### src/rtl/dino_collision_detect.sv
// Dino-vs-danger collision detector: snapshots object state on each game tick and checks up to three danger slots in turn.
// Optional macro COLL_HIT_COUNT_EN adds a saturating hit_count output.
module dino_collision_detect #(
    parameter int GROUND         = 400,
    parameter int DINO_X         = 40,
    parameter int DINO_STAND_W   = 44,
    parameter int DINO_STAND_H   = 47,
    parameter int DINO_SIT_W     = 59,
    parameter int DINO_SIT_H     = 26,
    parameter int LOW_BIRD_LIFT  = 10,
    parameter int HIGH_BIRD_LIFT = 40,
    parameter int HIT_MARGIN     = 2
) (
    input  logic       clk,
    input  logic       rst,
    input  logic       game_clk,
    input  logic [9:0] dino_pos,
    input  logic       dino_behavior,
    input  logic [9:0] danger_pos1,
    input  logic [9:0] danger_pos2,
    input  logic [9:0] danger_pos3,
    input  logic [2:0] danger_type1,
    input  logic [2:0] danger_type2,
    input  logic [2:0] danger_type3,
    input  logic       danger_en1,
    input  logic       danger_en2,
    input  logic       danger_en3,
    input  logic [1:0] game_state,
    output logic       isColision,
    output logic [1:0] hit_slot,
    output logic       busy
`ifdef COLL_HIT_COUNT_EN
    ,
    output logic [7:0] hit_count
`endif
);

    typedef enum logic [2:0] {IDLE, SNAP, CHK1, CHK2, CHK3, DONE} state_e;

    localparam logic [1:0] GS_INIT  = 2'd0;
    localparam logic [1:0] GS_START = 2'd1;
    localparam logic [1:0] GS_RESET = 2'd3;

    localparam logic signed [10:0] GND_S      = 11'(GROUND);
    localparam logic signed [10:0] DX_S       = 11'(DINO_X);
    localparam logic signed [10:0] M_S        = 11'(HIT_MARGIN);
    localparam logic signed [10:0] STAND_W_S  = 11'(DINO_STAND_W);
    localparam logic signed [10:0] STAND_H_S  = 11'(DINO_STAND_H);
    localparam logic signed [10:0] SIT_W_S    = 11'(DINO_SIT_W);
    localparam logic signed [10:0] SIT_H_S    = 11'(DINO_SIT_H);
    localparam logic signed [10:0] LOW_LIFT_S = 11'(LOW_BIRD_LIFT);
    localparam logic signed [10:0] HI_LIFT_S  = 11'(HIGH_BIRD_LIFT);

    function automatic logic signed [10:0] clamp0(input logic signed [10:0] v);
        return v[10] ? 11'sd0 : v;
    endfunction

    state_e      state, next_state;
    logic [2:0]  sync_q;
    logic        tick;
    logic [1:0]  found_q;
    logic        clear, set_now;

    logic [9:0]  dino_pos_q, pos1_q, pos2_q, pos3_q;
    logic [2:0]  type1_q, type2_q, type3_q;
    logic        beh_q, en1_q, en2_q, en3_q;
    logic [1:0]  gs_q;

    logic [9:0]  sel_pos;
    logic [2:0]  sel_type;
    logic        sel_en;
    logic [1:0]  sel_slot;
    logic signed [10:0] d_w, d_h, d_xlo, d_xhi, d_ylo, d_yhi, dpos_s;
    logic signed [10:0] o_w, o_h, o_bot, o_xlo, o_xhi, o_ylo, o_yhi, pos_s;
    logic        o_valid, hit_now;

    assign tick    = sync_q[1] & ~sync_q[2];
    assign clear   = (game_state == GS_RESET) || (game_state == GS_INIT);
    assign set_now = (state == DONE) && (gs_q == GS_START) && (found_q != 2'd0);

    // NOTE: every always_comb output gets a default first so no path leaves it unassigned (no latch).
    always_comb begin
        next_state = state;
        busy       = (state != IDLE);
        case (state)
            IDLE:    if (tick) next_state = SNAP;
            SNAP:    next_state = CHK1;
            CHK1:    next_state = CHK2;
            CHK2:    next_state = CHK3;
            CHK3:    next_state = DONE;
            DONE:    next_state = IDLE;
            default: next_state = IDLE;
        endcase
    end

    always_comb begin
        sel_pos  = pos1_q;
        sel_type = type1_q;
        sel_en   = en1_q;
        sel_slot = 2'd1;
        case (state)
            CHK2:    begin sel_pos = pos2_q; sel_type = type2_q; sel_en = en2_q; sel_slot = 2'd2; end
            CHK3:    begin sel_pos = pos3_q; sel_type = type3_q; sel_en = en3_q; sel_slot = 2'd3; end
            default: ;
        endcase

        d_w    = beh_q ? STAND_W_S : SIT_W_S;
        d_h    = beh_q ? STAND_H_S : SIT_H_S;
        dpos_s = $signed({1'b0, dino_pos_q});
        d_xlo  = DX_S + M_S;
        d_xhi  = DX_S + d_w - M_S;
        d_ylo  = clamp0(dpos_s - d_h + M_S);
        d_yhi  = clamp0(dpos_s - M_S);

        o_valid = 1'b1;
        o_w     = 11'sd0;
        o_h     = 11'sd0;
        o_bot   = GND_S;
        case (sel_type)
            3'd0:    begin o_w = 11'sd44; o_h = 11'sd33; o_bot = GND_S - LOW_LIFT_S; end
            3'd1:    begin o_w = 11'sd44; o_h = 11'sd33; o_bot = GND_S - HI_LIFT_S;  end
            3'd2:    begin o_w = 11'sd19; o_h = 11'sd36; end
            3'd3:    begin o_w = 11'sd77; o_h = 11'sd49; end
            3'd4:    begin o_w = 11'sd27; o_h = 11'sd50; end
            default: o_valid = 1'b0;
        endcase
        pos_s = $signed({1'b0, sel_pos});
        o_xlo = clamp0(pos_s - o_w);
        o_xhi = pos_s;
        o_yhi = clamp0(o_bot);
        o_ylo = clamp0(o_bot - o_h);

        // Strict overlap: boxes that only touch do not collide.
        hit_now = o_valid && sel_en
               && (d_xlo < o_xhi) && (o_xlo < d_xhi)
               && (d_ylo < o_yhi) && (o_ylo < d_yhi);
    end

    // NOTE: sequential state uses non-blocking assignments so every flop samples pre-edge values.
    always_ff @(posedge clk) begin
        if (!rst) begin
            state      <= IDLE;
            sync_q     <= '0;
            found_q    <= '0;
            isColision <= 1'b0;
            hit_slot   <= '0;
        end else begin
            state  <= next_state;
            sync_q <= {sync_q[1:0], game_clk};
            if (state == SNAP)
                found_q <= '0;
            else if ((state == CHK1 || state == CHK2 || state == CHK3) && hit_now && found_q == 2'd0)
                found_q <= sel_slot;
            if (clear) begin
                isColision <= 1'b0;
                hit_slot   <= '0;
            end else if (set_now) begin
                isColision <= 1'b1;
                hit_slot   <= found_q;
            end
        end
    end

    // NOTE: the snapshot registers carry no reset; the FSM never reads them before SNAP loads them.
    always_ff @(posedge clk) begin
        if (state == SNAP) begin
            dino_pos_q <= dino_pos;
            beh_q      <= dino_behavior;
            pos1_q     <= danger_pos1;
            pos2_q     <= danger_pos2;
            pos3_q     <= danger_pos3;
            type1_q    <= danger_type1;
            type2_q    <= danger_type2;
            type3_q    <= danger_type3;
            en1_q      <= danger_en1;
            en2_q      <= danger_en2;
            en3_q      <= danger_en3;
            gs_q       <= game_state;
        end
    end

`ifdef COLL_HIT_COUNT_EN
    always_ff @(posedge clk) begin
        if (!rst)
            hit_count <= '0;
        else if (!clear && set_now && !isColision && hit_count != 8'hFF)
            hit_count <= hit_count + 8'd1;
    end
`endif

endmodule

### config.mk
export PLATFORM = sky130hd
export DESIGN_NAME = dino_collision_detect
export DESIGN_NICKNAME = d
export VERILOG_FILES = /design/src/rtl/dino_collision_detect.sv
export SDC_FILE = /design/constraint.sdc
export NUM_CORES = 1
export LEC_CHECK = 0
export ABC_AREA = 1
export ABC_CLOCK_PERIOD_IN_PS = 8610
export BUFFER_PORTS_ARGS = -buffer_cell sky130_fd_sc_hd__buf_2
export CAP_MARGIN = 20
export CORE_ASPECT_RATIO = 1.4
export CORE_UTILIZATION = 63
export CTS_CLUSTER_SIZE = 30
export DETAILED_ROUTE_END_ITERATION = 12
export PLACE_DENSITY = 0.86
export SETUP_SLACK_MARGIN = 0.05
export SYNTH_ARGS = -nofsm -noshare
export SYNTH_HDL_FRONTEND = slang
export SYNTH_SLANG_ARGS = --single-unit
### constraint.sdc
create_clock -name clk -period 8.61 [get_ports clk]
set_clock_uncertainty 0.05 [all_clocks]
set_input_delay 0.4305 -clock clk [delete_from_list [all_inputs] [get_ports clk]]
set_output_delay 0.4305 -clock clk [all_outputs]
set_load 0.03 [all_outputs]
# Yosys cells after proc, flatten, opt, wreduce, memory -nomap -nowiden

Index checks and enable logic that the tools add are counted.

Add/subtract/negate cells: 7
Multipliers: 0
Div/mod/pow operators: 0
$lt $le $gt $ge: 4
Equal/unequal tests: 12
Shift operators: 0
Muxes and demuxes: 17
Bitwise operators: 3
Reductions and logical operators: 22

Operator list:

| kind                  | number |
|---|---|
| $mux 10               | 5 |
| $pmux 7 s4            | 1 |
| $pmux 6 s4            | 1 |
| $sub 11x11->11        | 2 |
| $lt 10x10->1          | 2 |
| $pmux 10 s2           | 1 |
| $pmux 8 s2            | 1 |
| $pmux 3 s5            | 1 |
| $eq 3x2->1 const B    | 4 |
| $add 11x3->11 const B | 1 |
| $lt 11x8->1           | 1 |
| $sub 10x2->11 const B | 1 |
| $sub 10x6->11         | 1 |
| $lt 6x10->1 const A   | 1 |
| $eq 3x3->1 const B    | 3 |
| $logic_and 1x1->1     | 9 |
| $sub 7x2->8 const B   | 1 |
| $add 6x6->7 const A   | 1 |
| $eq 3x1->1 const B    | 2 |
| $logic_not 3->1       | 2 |
| $mux 6                | 1 |
| $pmux 3 s2            | 1 |
| $reduce_or 2->1       | 3 |
| $mux 5                | 1 |
| other kinds (14)      | 18 |

Register bits after elaboration: 66
Latch bits: 0
Memory bits (writable): 0
ROM bits: 0
Input bits: 58
Output and inout port bits: 4
Logic and storage cells: 82
Memories: 0

# Logic depth before layout (Yosys ltp)

Depth in word-level cells: 13
Gate-level depth with buffers: 27
Gate-level depth less buffers: 26

# Least setup slack after synthesis

OpenSTA, ideal clock, no wires.

Path kind: flip-flop to flip-flop
From: register state[0]
To: register found_q[0]
Library setup time: 0.121 ns
Arrival: 4.990 ns
Data required time: 8.439 ns
Slack: 3.449 ns
Stages on the path, launching flop included: 8
Buffers on the path: 2
Period minus slack after synthesis: 5.161 ns
Cells stage by stage: dfxtp_1 -> buf_6 -> buf_2 -> inv_1 -> nor3_1 -> inv_1 -> nand2_1 -> a21oi_1

Longest elaborated chain between the ends: 13
Elaborated cells on any way between the ends: 38
Classes of those cells: 2 x add/sub; 4 x order compare; 8 x eq/ne; 11 x mux; 13 x reduce/logical

RTL lines:

| element                                              | line     | source |
|---|---|---|
| start, declared                                      | 58       | `state_e state, next_state;` |
| start signal, assigned                               | 148      | `state <= next_state;` |
| $eq 3x3->1 / $eq 3x2->1 (equally long branches)      | 101, 152 |  |
| $pmux 3 s2                                           | 101      | `case (state)` |
| $eq 3x1->1 / $logic_not 3->1 (equally long branches) | 119      | `case (sel_type)` |
| $reduce_or 2->1 (no line)                            | --       |  |
| $pmux 7 s4                                           | 119      |  |
| $sub 11x11->11                                       | 128      | `o_xlo = clamp0(pos_s - o_w);` |
| $mux 10                                              | 55       | `return v[10] ? 11'sd0 : v;` |
| $lt 11x8->1                                          | 135      | `&& (d_xlo < o_xhi) && (o_xlo < d_xhi)` |
| $logic_and 1x1->1                                    | 135      |  |
| $logic_and 1x1->1 (2 in a row)                       | 136      | `&& (d_ylo < o_yhi) && (o_ylo < d_yhi);` |
| $logic_and 1x1->1 (2 in a row)                       | 152      | `else if ((state == CHK1 \|\| state == CHK2 \|\| state == CHK3) && hit_now && found_q == 2'd0)` |
| end signal, assigned                                 | 153      | `found_q <= sel_slot;` |
| end, declared                                        | 61       | `logic [1:0] found_q;` |

Parallel ways exist; a longest one is shown, timed or not.
A chain may end at the register's enable or synchronous reset.

# Worst setup path in the final report

From: register state[2]
To: register found_q[0]

Same word-level chain as after synthesis.

==> results.cfg <==
[sta]
fmax_mhz = 239
fin_ws_ns = 4.42
worst_pin_slew_ns = 0.755
min_period_ns = 4.19
setup_tns_ns = 0
finalCritPeriodShare = 0.486
hold_viol = 0
slew_headroom = 0.496
drv_slew = 0
hold_ws_ns = 0.208
rsz0062_at_grt = false
setup_viol = 0

[setup_path]
end_kind = register
timing.rr.end = found_q[0]$_SDFFE_PP0P_
cp-endpoint = found_q[0]$_SDFFE_PP0P_
reg2reg_setup_slack_ns = 4.42
crit_path_start_kind = register
critPathKind = reg2reg
arrival_ns = 4.41
ff2ff_path_depth = 23
crit_path_max_fanout = 14
cp.required_ns = 8.84
rr_startpoint = state[2]$_SDFFE_PN0P_
crit_start = state[2]$_SDFFE_PN0P_

[route]
routedWlPerCell_um = 13.8
ant_nets = 0
drt_iter0_markers = 167
route.detailed.drc = 0
routed_wl_mm = 9.70
routed_via_density = 5.43
num_vias = 3812
dr.pass1.iters = 6

[layout]
syn_to_final_growth_pct = 13.0
final_nets = 705
antennaDiodeCount = 0
drive_gt1_frac = 0.179
final_core_util = 0.751

[floorplanning]
die-width_um = 73.0
start_util = 0.664
top_level_ports = 62
dieArea_mm2 = 0.00741
coreArea_mm2 = 0.00670
row_count = 35
die_height_um = 101

[cts]
clockBufferDepth = 2
clock-sinks = 66
cts-resized-gates = 0
cts_setup_buffers = 0
cts_root_buf = clkbuf_8
cts-htree-levels = 3
holdBufCountCts = 0
clock_latency_ns = 0.34
cts_made_buffers = 9
clk_pin_slew_ns = 0.08
cts_tree = done

[synthesis]
yosys.area.top_type = edfxtp_1
syn_nets = 639
syn-instance-count = 539
synth_top_area_share = 0.371
syn_avg_cell_area_um2 = 8.25
synth.distinct_cells = 36
synth_seq_cells = 66
synth.area.top_cells = edfxtp_1 37%, ha_1 11%, nand2_1 11%
syn_area_mm2 = 0.00445
ys_seq_area_frac = 0.421
yosys_warnings = 0

[hold_path]
worstHoldStart = dino_pos[9]
worst_hold_path_type = in2reg

[placed_design]
hpwl_mm = 7.38
gp_congestion = 0.919
pre_cts_ws_ns = 4.51
portBuffers = 61

[outcome]
status = completed

[grt]
antenna_found_initial = 0
grt_pass1_vias = 3776
grt_max_degree = 52
grt_pass1_wl_mm = 16.0
grtUsageTotal = 0.289
globalRouteOverflowTotal = 0

[job]
max_cap_violations = 0

[power]
p_per_area_mw_per_mm2 = 214
peakVddDrop_mv = 0.220
p_leak_nw = 2.49
-- sequential cells by signal, indices dropped and copies added, names as in the netlist, 3 cells and up --
name	count
state	3
type2_q	3
sync_q	3
type3_q	3
type1_q	3
pos2_q	10
pos1_q	10
dino_pos_q	10
pos3_q	10
-- kinds of logic (layout without fill, tap and decap cells) --
kind of cell,count (synthesis),in the layout,share of synthesized area
compound gates,49,49,0.0602
xor+xnor,8,8,0.0157
fa+ha+maj,42,42,0.121
buf+inv,99,170,0.0897
flops,66,66,0.421
other cells,1,1,0.000843
simple gates,274,274,0.291
-- how the worst min path moves through the flow --
stage / to / slack, ns / depth (start not counted)
2_1_floorplan: sync_q[1]$_SDFF_PN0_ / 0.34 / 2
3_3_place_gp: sync_q[1]$_SDFF_PN0_ / 0.34 / 2
3_5_place_dp: sync_q[1]$_SDFF_PN0_ / 0.37 / 2
4_1_cts: pos1_q[1]$_DFFE_PP_ / 0.20 / 1
5_1_grt: dino_pos_q[9]$_DFFE_PP_ / 0.20 / 1
6_report: dino_pos_q[9]$_DFFE_PP_ / 0.21 / 1
-- through the flow --
step	cells	power [mW]	instance area, um2
final	702	1.08	5030
after global routing	702	1.15	5030
after CTS	702	1.08	5030
after detailed placement	686	0.814	4830
after global placement	686	0.800	4830
after floorplan	539	0.727	4450
-- report_power, final --
group | total (mW) | switching (mW) | internal, mW
Clock | 0.259 | 0.123 | 0.136
Combinational | 0.405 | 0.254 | 0.151
Sequential | 0.413 | 0.0250 | 0.388
-- worst max-delay path, cell delays in order (launching register included) --
cell and delay [ns]:
dfxtp_1 0.66, inv_2 0.25, nand3_4 0.22, nand2_8 0.10, nor2_2 0.14, nor2_4 0.05
nand2_2 0.11, nand2_2 0.10, inv_1 0.10, nor2_1 0.05, ha_1 0.20, fa_1 0.40
inv_1 0.09, a31oi_1 0.09, or2_2 0.28, nand3_1 0.08, inv_1 0.04, ha_1 0.18
or2_2 0.29, a21oi_1 0.13, a21oi_1 0.08, nor2_1 0.19, nand3_1 0.09, a21oi_1 0.13
-- area by class of cell --
class                   instances  area [um2]
inverters                      92         345
well taps                      92         115
repair buffers                 62         313
clock buffers                   9         124
fillers                       503        1670
flip-flops and latches         66        1870
clock inverters                 7        76.3
multi-input cells             374        2180
-- cells in the final DEF (no fill, tap or decap), types with 4 or more instances in the layout --
cell	instances
clkbuf_8	9
buf_2	61
edfxtp_1	55
o21ai_0	15
nand4_1	15
nor2_2	6
xor2_1	4
nand3_2	7
dfxtp_1	11
nor2_1	50
nand3_1	45
xnor2_1	4
a21oi_1	25
inv_1	88
ha_1	40
inv_2	4
or2_2	4
nand2_1	126
nor3_1	7
-- cells in the mapped netlist --
library cell    n
nand3_2         7
inv_1          88
ha_1           40
xor2_1          4
fa_1            2
nor2_2          6
or2_2           4
nand3b_1        2
nand3_1        45
nand4_1        15
nand2_8         1
nor2_1         50
o211ai_1        2
o21bai_1        1
buf_6           3
nor2_8          1
nor3_1          8
nor3b_1         1
nand2_2         2
dfxtp_1        11
inv_2           4
a211oi_1        3
edfxtp_1       55
a31oi_1         1
o21ai_0        15
nor2_4          3
nand2_1       126
nand2_4         1
a21oi_1        25
buf_2           4
conb_1          1
xnor2_1         4
a22oi_1         1
and3_1          1
a21oi_2         1
nand3_4         1
-- layer usage --
metal | track usage | wire length, um
met3 | 0.0488 | 342
met5 | 0 | 0
met4 | 0.176 | 465
met1 | 0.282 | 3670
met2 | 0.550 | 5220
Note: power is estimated with default switching activity, not from simulation.
